## config.mk

```make
export PLATFORM = sky130hd
export DESIGN_NAME = elevator_dispatcher
export DESIGN_NICKNAME = d
export VERILOG_FILES = /design/src/rtl/elevator_pkg.sv /design/src/rtl/elevator_dispatcher_scan_picker.sv /design/src/rtl/elevator_dispatcher.sv
export SDC_FILE = /design/constraint.sdc
export NUM_CORES = 1
export LEC_CHECK = 0
export ABC_CLOCK_PERIOD_IN_PS = 6200
export BUFFER_PORTS_ARGS = -buffer_cell sky130_fd_sc_hd__buf_2
export CAP_MARGIN = 30
export CORE_ASPECT_RATIO = 1.5
export CORE_UTILIZATION = 60
export DETAILED_ROUTE_END_ITERATION = 8
export PLACE_DENSITY = 0.84
export SKIP_CTS_REPAIR_TIMING = 1
export SYNTH_ARGS = -nofsm -noshare
export SYNTH_HDL_FRONTEND = slang
export SYNTH_SLANG_ARGS = --single-unit
export TNS_END_PERCENT = 10
```

## constraint.sdc

```tcl
create_clock -name clk -period 6.2 [get_ports clk]
set_clock_uncertainty 0.05 [all_clocks]
set_input_delay 0.31 -clock clk [delete_from_list [all_inputs] [get_ports clk]]
set_output_delay 0.31 -clock clk [all_outputs]
set_load 0.03 [all_outputs]
```

## src/rtl/elevator_pkg.sv

```systemverilog
// Shared types and constants for the elevator request dispatcher.
// Contents:
//   state_e  - dispatcher FSM states (IDLE, MOVE, DOOR)
//   FLOOR_W  - width of a floor number (floors 1..7, 0 = none)
//   NO_FLOOR - encoding for "no floor"
//   DIR_UP / DIR_DOWN - scan direction encodings
package elevator_pkg;

    typedef enum logic [1:0] {
        IDLE,
        MOVE,
        DOOR
    } state_e;

    localparam int unsigned FLOOR_W = 3;

    localparam logic [FLOOR_W-1:0] NO_FLOOR = 3'b000;

    localparam logic DIR_UP   = 1'b0;
    localparam logic DIR_DOWN = 1'b1;

endpackage

```

## src/rtl/elevator_dispatcher_scan_picker.sv

```systemverilog
// Combinational SCAN target picker: returns the nearest pending floor strictly beyond
// cur_floor in the current direction, or, if there is none, the nearest pending floor
// strictly beyond cur_floor in the opposite direction (with the direction flipped).
// Ports:
//   pending_i      - pending call set, bit i-1 = floor i
//   cur_floor_i    - current car position
//   dir_i          - current scan direction
//   next_floor_o   - chosen floor, NO_FLOOR when nothing qualifies
//   next_dir_o     - direction that reaches next_floor_o (dir_i when not found)
//   found_o        - a floor qualified
module scan_picker
    import elevator_pkg::*;
#(
    parameter int unsigned FLOORS = 7
) (
    input  logic [FLOORS-1:0]  pending_i,
    input  logic [FLOOR_W-1:0] cur_floor_i,
    input  logic               dir_i,
    output logic [FLOOR_W-1:0] next_floor_o,
    output logic               next_dir_o,
    output logic               found_o
);

    logic [FLOOR_W-1:0] up_floor;
    logic [FLOOR_W-1:0] dn_floor;
    logic               up_found;
    logic               dn_found;

    always_comb begin
        up_floor = NO_FLOOR;
        up_found = 1'b0;
        dn_floor = NO_FLOOR;
        dn_found = 1'b0;
        // Descending walk: the last hit is the smallest floor above the car.
        for (int i = FLOORS; i >= 1; i--) begin
            if (pending_i[i-1] && (FLOOR_W'(i) > cur_floor_i)) begin
                up_floor = FLOOR_W'(i);
                up_found = 1'b1;
            end
        end
        // Ascending walk: the last hit is the largest floor below the car.
        for (int i = 1; i <= FLOORS; i++) begin
            if (pending_i[i-1] && (FLOOR_W'(i) < cur_floor_i)) begin
                dn_floor = FLOOR_W'(i);
                dn_found = 1'b1;
            end
        end
    end

    always_comb begin
        next_floor_o = NO_FLOOR;
        next_dir_o   = dir_i;
        found_o      = 1'b0;
        if (dir_i == DIR_UP) begin
            if (up_found) begin
                next_floor_o = up_floor;
                found_o      = 1'b1;
            end else if (dn_found) begin
                next_floor_o = dn_floor;
                next_dir_o   = DIR_DOWN;
                found_o      = 1'b1;
            end
        end else begin
            if (dn_found) begin
                next_floor_o = dn_floor;
                found_o      = 1'b1;
            end else if (up_found) begin
                next_floor_o = up_floor;
                next_dir_o   = DIR_UP;
                found_o      = 1'b1;
            end
        end
    end

endmodule

```

## src/rtl/elevator_dispatcher.sv

```systemverilog
// Single-car elevator request scheduler. Collects floor calls into a pending set,
// issues one target floor at a time in SCAN order, and holds the door open for
// DOOR_CYCLES cycles on each arrival while clearing the served call.
// Ports:
//   clk, reset     - clock, synchronous active-high reset
//   call_valid_i   - call strobe
//   call_floor_i   - requested floor (0 or >FLOORS ignored)
//   cur_floor_i    - current car position
//   at_floor_i     - car stopped at its target
//   target_o       - issued floor, NO_FLOOR when none
//   dir_o          - scan direction (0 up, 1 down)
//   door_open_o    - high during the dwell
//   pending_o      - pending call set, bit i-1 = floor i
//   busy_o         - high in every state except IDLE
module elevator_dispatcher
    import elevator_pkg::*;
#(
    parameter int unsigned FLOORS      = 7,
    parameter int unsigned DOOR_CYCLES = 3
) (
    input  logic               clk,
    input  logic               reset,
    input  logic               call_valid_i,
    input  logic [FLOOR_W-1:0] call_floor_i,
    input  logic [FLOOR_W-1:0] cur_floor_i,
    input  logic               at_floor_i,
    output logic [FLOOR_W-1:0] target_o,
    output logic               dir_o,
    output logic               door_open_o,
    output logic [FLOORS-1:0]  pending_o,
    output logic               busy_o
);

    localparam int unsigned      CNT_W = $clog2(DOOR_CYCLES + 1);
    localparam logic [CNT_W-1:0] DWELL = CNT_W'(DOOR_CYCLES);

    state_e             state_q, state_d;
    logic [FLOOR_W-1:0] target_q, target_d;
    logic               dir_q, dir_d;
    logic [FLOORS-1:0]  pending_q, pending_d;
    logic [CNT_W-1:0]   cnt_q, cnt_d;

    logic [FLOORS-1:0]  call_mask;
    logic [FLOORS-1:0]  cur_mask;
    logic [FLOORS-1:0]  set_mask;
    logic [FLOORS-1:0]  clr_mask;
    logic [FLOOR_W-1:0] pick_floor;
    logic               pick_dir;
    logic               pick_found;
    logic               nearer;

    // One-hot decodes; out-of-range floors match no bit and are thereby ignored.
    for (genvar g = 0; g < FLOORS; g++) begin : g_mask
        assign call_mask[g] = (call_floor_i == FLOOR_W'(g + 1));
        assign cur_mask[g]  = (cur_floor_i == FLOOR_W'(g + 1));
    end

    scan_picker #(
        .FLOORS (FLOORS)
    ) u_picker (
        .pending_i    (pending_q),
        .cur_floor_i  (cur_floor_i),
        .dir_i        (dir_q),
        .next_floor_o (pick_floor),
        .next_dir_o   (pick_dir),
        .found_o      (pick_found)
    );

    always_comb begin
        set_mask = '0;
        if (call_valid_i) begin
            // A call for the car's own floor while the door is open is already served.
            set_mask = (state_q == DOOR) ? (call_mask & ~cur_mask) : call_mask;
        end
    end

    always_comb begin
        nearer = 1'b0;
        if (dir_q == DIR_UP) begin
            nearer = pick_floor < target_q;
        end else begin
            nearer = pick_floor > target_q;
        end
    end

    always_comb begin
        state_d  = state_q;
        target_d = target_q;
        dir_d    = dir_q;
        cnt_d    = cnt_q;
        clr_mask = '0;
        unique case (state_q)
            IDLE: begin
                target_d = NO_FLOOR;
                if (|(pending_q & cur_mask)) begin
                    state_d  = DOOR;
                    clr_mask = cur_mask;
                    cnt_d    = DWELL;
                end else if (pick_found) begin
                    state_d  = MOVE;
                    target_d = pick_floor;
                    dir_d    = pick_dir;
                end
            end
            MOVE: begin
                if (at_floor_i && (cur_floor_i == target_q)) begin
                    state_d  = DOOR;
                    clr_mask = cur_mask;
                    target_d = NO_FLOOR;
                    cnt_d    = DWELL;
                end else if (pick_found && (pick_dir == dir_q) && nearer) begin
                    // Picker searched strictly beyond the car in dir_q, so this floor
                    // lies between the car and the current target.
                    target_d = pick_floor;
                end
            end
            DOOR: begin
                cnt_d = cnt_q - CNT_W'(1);
                if (cnt_q <= CNT_W'(1)) begin
                    state_d = IDLE;
                    cnt_d   = '0;
                end
            end
            default: begin
                state_d = IDLE;
            end
        endcase
        // Clear takes priority over a same-cycle set of the same floor.
        pending_d = (pending_q | set_mask) & ~clr_mask;
    end

    always_ff @(posedge clk) begin
        if (reset) begin
            state_q   <= IDLE;
            target_q  <= NO_FLOOR;
            dir_q     <= DIR_UP;
            pending_q <= '0;
            cnt_q     <= '0;
        end else begin
            state_q   <= state_d;
            target_q  <= target_d;
            dir_q     <= dir_d;
            pending_q <= pending_d;
            cnt_q     <= cnt_d;
        end
    end

    assign target_o    = target_q;
    assign dir_o       = dir_q;
    assign pending_o   = pending_q;
    assign door_open_o = (state_q == DOOR);
    assign busy_o      = (state_q != IDLE);

endmodule

```

---- Yosys cells after proc, flatten, opt, wreduce, memory -nomap -nowiden ----
Cells that the tools add are included.
storage, ports and cells
  register bits ........................... 15
  input port bits ......................... 10
  output and inout bits ................... 13
  word-level logic and storage cells ...... 141
cells by class
  add/subtract/negate cells ............... 1
  order comparisons ....................... 17
  equality and inequality tests ........... 23
  mux-type cells .......................... 62
  bitwise operators ....................... 7
  reductions and logical operators ........ 26
operators by type and width
  cell                number
  $mux 3              20
  $mux 7              4
  $mux 1              25
  $eq 3x3->1 const B  8
  $and 7x7->7         3
  $mux 2              9
  $logic_and 1x1->1   17
  $not 7->7           2
  $pmux 7 s2          1
  $eq 3x2->1 const B  4
  $gt 3x3->1 const A  4
  $lt 3x3->1 const A  4
  $pmux 2 s3          2
  $reduce_and 3->1    3
  $or 7x7->7          1
  $reduce_or 7->1     1
  $eq 3x1->1 const B  2
  $gt 2x3->1 const A  2
  $lt 2x3->1 const A  2
  $ne 3x3->1 const B  2
  $pmux 3 s2          1
  $ne 2x2->1 const B  2
  $reduce_bool 2->1   2
  $eq 3x3->1          1
  14 further kinds    14

---- Longest topological paths before layout ----
  depth after elaboration ................. 18
  depth in mapped cells ................... 16
  depth with buffers taken out ............ 14

---- Modules after synthesis ----
From an unflattened synthesis, not the netlist that was laid out.
second synthesis, totals
  cells, all modules ...................... 191
  area total of the unflattened synthesis .. 1471.4 µm²
by module, submodules not included
  module               instances  cells each  area each (µm²)  sequential area each (µm²)
  elevator_dispatcher  1          122         1016.0           300.3
  scan_picker          1          69          455.4            0.0

---- Worst setup path after synthesis ----
Ideal clock, no wire load.
  path type ............................... reg-to-reg
  from .................................... register pending_q[4] (netlist: pending_o[4])
  to ...................................... register target_q[2] (netlist: target_o[2])
  setup time .............................. 0.071 ns
  arrival ................................. 3.091 ns
  data required time ...................... 6.079 ns
  path slack .............................. 2.988 ns
  cell stages (with the launch flop) ...... 14
  buffers on the path ..................... 0
  period minus slack after synthesis ...... 3.212 ns
  cell sequence ........................... dfxtp_1 or3b_1 a21oi_1 and2b_1 a21o_1 nand2_1 nand2_1 ha_1 nand2_1 o21ai_0 nand3b_1 a32o_1 or4_1 a21oi_1
between the ends
  word-level cells in the longest chain between the ends .. 14
  elaborated cells on any way between the ends .. 47
  those cells by class .................... 2 x order compare; 2 x eq/ne; 36 x mux; 1 x bitwise; 6 x reduce/logical
RTL lines
  what                                                  RTL line                                               source
  from (decl)                                           elevator_dispatcher.sv:40                              logic [FLOORS-1:0] pending_q, pending_d;
  from (signal assigned)                                elevator_dispatcher.sv:143                             pending_q <= pending_d;
  $logic_and 1x1->1                                     elevator_dispatcher_scan_picker.sv:36                  if (pending_i[i-1] && (FLOOR_W'(i) > cur_floor_i)) begin
  $mux 3 / $mux 1 (equally long branches) (5 in a row)  elevator_dispatcher_scan_picker.sv:36
  $mux 3 / $mux 1 (equally long branches)               elevator_dispatcher_scan_picker.sv:67                  end else if (up_found) begin
  $mux 3 / $mux 1 (equally long branches)               elevator_dispatcher_scan_picker.sv:64                  if (dn_found) begin
  $mux 3 / $mux 1 (equally long branches)               elevator_dispatcher_scan_picker.sv:54                  if (dir_i == DIR_UP) begin
  $lt 3x3->1, or another cell as far along              elevator_dispatcher.sv:80                              nearer = pick_floor < target_q;
  $mux 1 / $logic_and 1x1->1 (equally long branches)    elevator_dispatcher.sv:79, elevator_dispatcher.sv:111
  $logic_and 1x1->1                                     elevator_dispatcher.sv:111                             end else if (pick_found && (pick_dir == dir_q) && nearer) begin
  $ne 3x3->1 (no source line)                           -
  $reduce_and 2->1 (no source line)                     -
  to (signal assigned)                                  elevator_dispatcher.sv:141                             target_q <= target_d;
  to (decl)                                             elevator_dispatcher.sv:38                              logic [FLOOR_W-1:0] target_q, target_d;
Parallel ways exist; a longest one is shown, timed or not. The select of a mux whose other input is x is not followed.
A chain may end at the register's enable or synchronous reset.

---- Final worst setup path ----
Same ends and word-level chain as after synthesis.

==> impl_metrics.json <==
{
  "yosysWarnings": 0,
  "p_int_mw": 0.202,
  "p_leak_nw": 0.553,
  "ir_drop_uv": 117,
  "fin_crit_ps": 3330,
  "cts_tree": "built",
  "p_seq_share_pct": 33.6,
  "required_ps": 6380,
  "slew_violations": 0,
  "synth_top_area_share_pct": 22.3,
  "hold_depth": 3,
  "die_h_um": 60.0,
  "gp_routability_congestion": 0.905,
  "r2r_cells": 13,
  "syn_nets": 202,
  "routed_wirelength_mm": 3.45,
  "synth_ff_type": "dfxtp_1",
  "finalSetupTns_ps": 0,
  "io_buffers": 22,
  "cp_data_arrival_time_ps": 3510,
  "antenna_found_initial": 0,
  "dr.first_iter.drc_count": 82,
  "status": "complete, no violations",
  "routed_via_density": 6.55,
  "synth_cells": 186,
  "nets": 218,
  "area_delta_synth_final_pct": 8.19,
  "core_area_mm2": 0.00208,
  "synth-edff-count": 0,
  "synth.area.top_cells": "dfxtp_1 (22%), nor2_1 (6.1%), a21oi_1 (6.0%), ha_1 (5.6%), nor2b_1 (5.1%)",
  "postSynth.asyncResetShare_pct": 0,
  "max_freq_ghz": 0.300,
  "dieArea_mm2": 0.00244,
  "switching_share_pct": 45.1,
  "clk_latency_ps": 290,
  "p_switching_mw": 0.166,
  "firstDrtPassIters": 5,
  "worstSetupEndpointType": "flop",
  "grt_max_degree": 29,
  "crit_fanout": 10,
  "root_buffer": "clkbuf_4",
  "p_per_area_mw_per_mm2": 253,
  "ys_seq_area_share_pct": 22.3,
  "synth_cell_types": 45,
  "p_comb_share_pct": 50.5,
  "htree_levels": 1,
  "initial_core_util_pct": 64.8,
  "syn_avg_cell_area_um2": 7.23,
  "synth_top_area_cell": "dfxtp_1",
  "setup_viol": 0,
  "worstMarginPinSlew_ps": 626,
  "crit_type": "flop to flop",
  "pin_count": 23,
  "hold_path.startpoint": "call_floor_i[2]",
  "cap_violations": 0,
  "drive_gt1_share_pct": 14.4,
  "grt_pass1_vias": 1244,
  "clockPowerShare_pct": 15.9,
  "hold_viol": 0,
  "num_antenna_cells": 0,
  "cts_max_path_buffers": 2,
  "cts_sinks": 15,
  "hold_class": "primary input to flop",
  "power.total_mw": 0.369,
  "slew_headroom_pct": 57.9,
  "syn_area_mm2": 0.00135,
  "routed-via-count": 1460,
  "critPathLaunchType": "flop",
  "drtAntennaViolNets": 0,
  "finalCritPeriodShare_pct": 53.7,
  "clkTransAtPathRegs_ps": 100,
  "fp-row-count": 20,
  "wl_per_cell_um": 15.5,
  "r2r-start": "pending_o[4]",
  "grt_pass1_wl_mm": 5.31,
  "cts_buffers": 3,
  "overflow": 0,
  "critPathLaunch": "pending_o[4]",
  "drc": 0,
  "rsz0062_at_grt": "no",
  "track_usage_pct": 30.8,
  "synth-seq-cells": 15,
  "die_x_um": 40.7,
  "hpwl_mm": 2.54
}
[Yosys cell counts, types with 2 or more instances]
library cell  count
nor2_1           22
a21oi_1          16
dfxtp_1          15
nand2_1          15
nor2b_1          11
o21ai_0          11
inv_1             9
a31oi_1           6
ha_1              6
nand3_1           6
a311oi_1          5
clkbuf_1          5
o22ai_1           5
a211oi_1          4
buf_2             4
nand2b_1          4
nor3_1            4
o211ai_1          3
xnor2_1           3
a22o_1            2
a41oi_1           2
and2b_1           2
mux2i_1           2
nand3b_1          2
o21ai_1           2
[worst paths after layout]
path	to	slack, ps
min reg2reg	target_o[1]	460
min	pending_o[4]	340
max	target_o[2]	2870
max reg2reg	target_o[2]	2870
[cell usage in the layout (no fill, tap or decap), types with 3 or more instances in the layout]
cell type / Yosys / final
nor2_1: 22 / 22
buf_2: 4 / 22
a31oi_1: 6 / 6
inv_1: 9 / 9
nand2b_1: 4 / 4
nand3_1: 6 / 6
o21ai_0: 11 / 11
xnor2_1: 3 / 3
clkbuf_4: 0 / 3
o211ai_1: 3 / 3
nor3_1: 4 / 4
a21oi_1: 16 / 16
nor2b_1: 11 / 11
dfxtp_1: 15 / 15
o22ai_1: 5 / 5
ha_1: 6 / 6
nand2_1: 15 / 15
a311oi_1: 5 / 5
a211oi_1: 4 / 4
[power groups by stage]
stage	Combinational, mW	Sequential, mW	Clock (mW)
floorplan	0.137	0.130	0
global placement	0.177	0.125	0
detailed placement	0.183	0.126	0
CTS	0.184	0.124	0.0603
global route	0.207	0.127	0.0641
finish	0.186	0.124	0.0586
[critical path: stages (launching register included)]
cell and delay (ps):
dfxtp_1 520, or3b_1 380, a21oi_1 220, and2b_1 240
a21o_1 190, nand2_1 80, nand2_1 60, ha_1 300
nand2_1 50, o21ai_0 200, nand3b_1 110, a32o_1 330
or4_1 410, a21oi_1 140
[metal layers]
layer / routed length (um) / GRT usage [%] / vias to the layer above
met5: 0 / 0 / -
met4: 18 / 8.57 / 0
met3: 155 / 4.09 / 2
met2: 1850 / 52.2 / 56
met1: 1420 / 39.0 / 685
li1: - / - / 717
[stage by stage]
step / worst slack [ps] / utilization [%] / instance area (um2) / hold WS, ps / instances
after global placement: 2950 / 68.8 / 1430 / 427 / 219
final: 2870 / 70.1 / 1460 / 340 / 223
after CTS: 2900 / 70.1 / 1460 / 334 / 223
after floorplan: 2990 / - / 1350 / 332 / 186
after detailed placement: 2810 / 68.8 / 1430 / 440 / 219
after global routing: 2690 / 70.1 / 1460 / 332 / 223
[cell type report]
type | instances | area [um2]
timing repair buffer | 22 | 110
tap | 22 | 27.5
clock buffer | 4 | 26.3
sequential | 15 | 300
multi-input combinational | 151 | 957
fill | 191 | 622
inverter | 9 | 33.8
[cells by family (layout without fill, tap and decap cells)]
logic type	after synthesis	count (layout)	synth area share, %
muxes	4	4	4.28
AOI/OAI and AO/OA	67	67	33.3
buffers and inverters	20	35	6.51
and+or+nand+nor	71	71	26.0
adders and majority gates	6	6	5.58
xor gates and xnor gates	3	3	1.95
DFF	15	15	22.3
[registers in the layout, summed over array words and instances (netlist names)]
register / count
state_q: 2
cnt_q: 2
target_o: 3
pending_o: 7
dir_o: 1
Power figures use the tool's default switching activity.
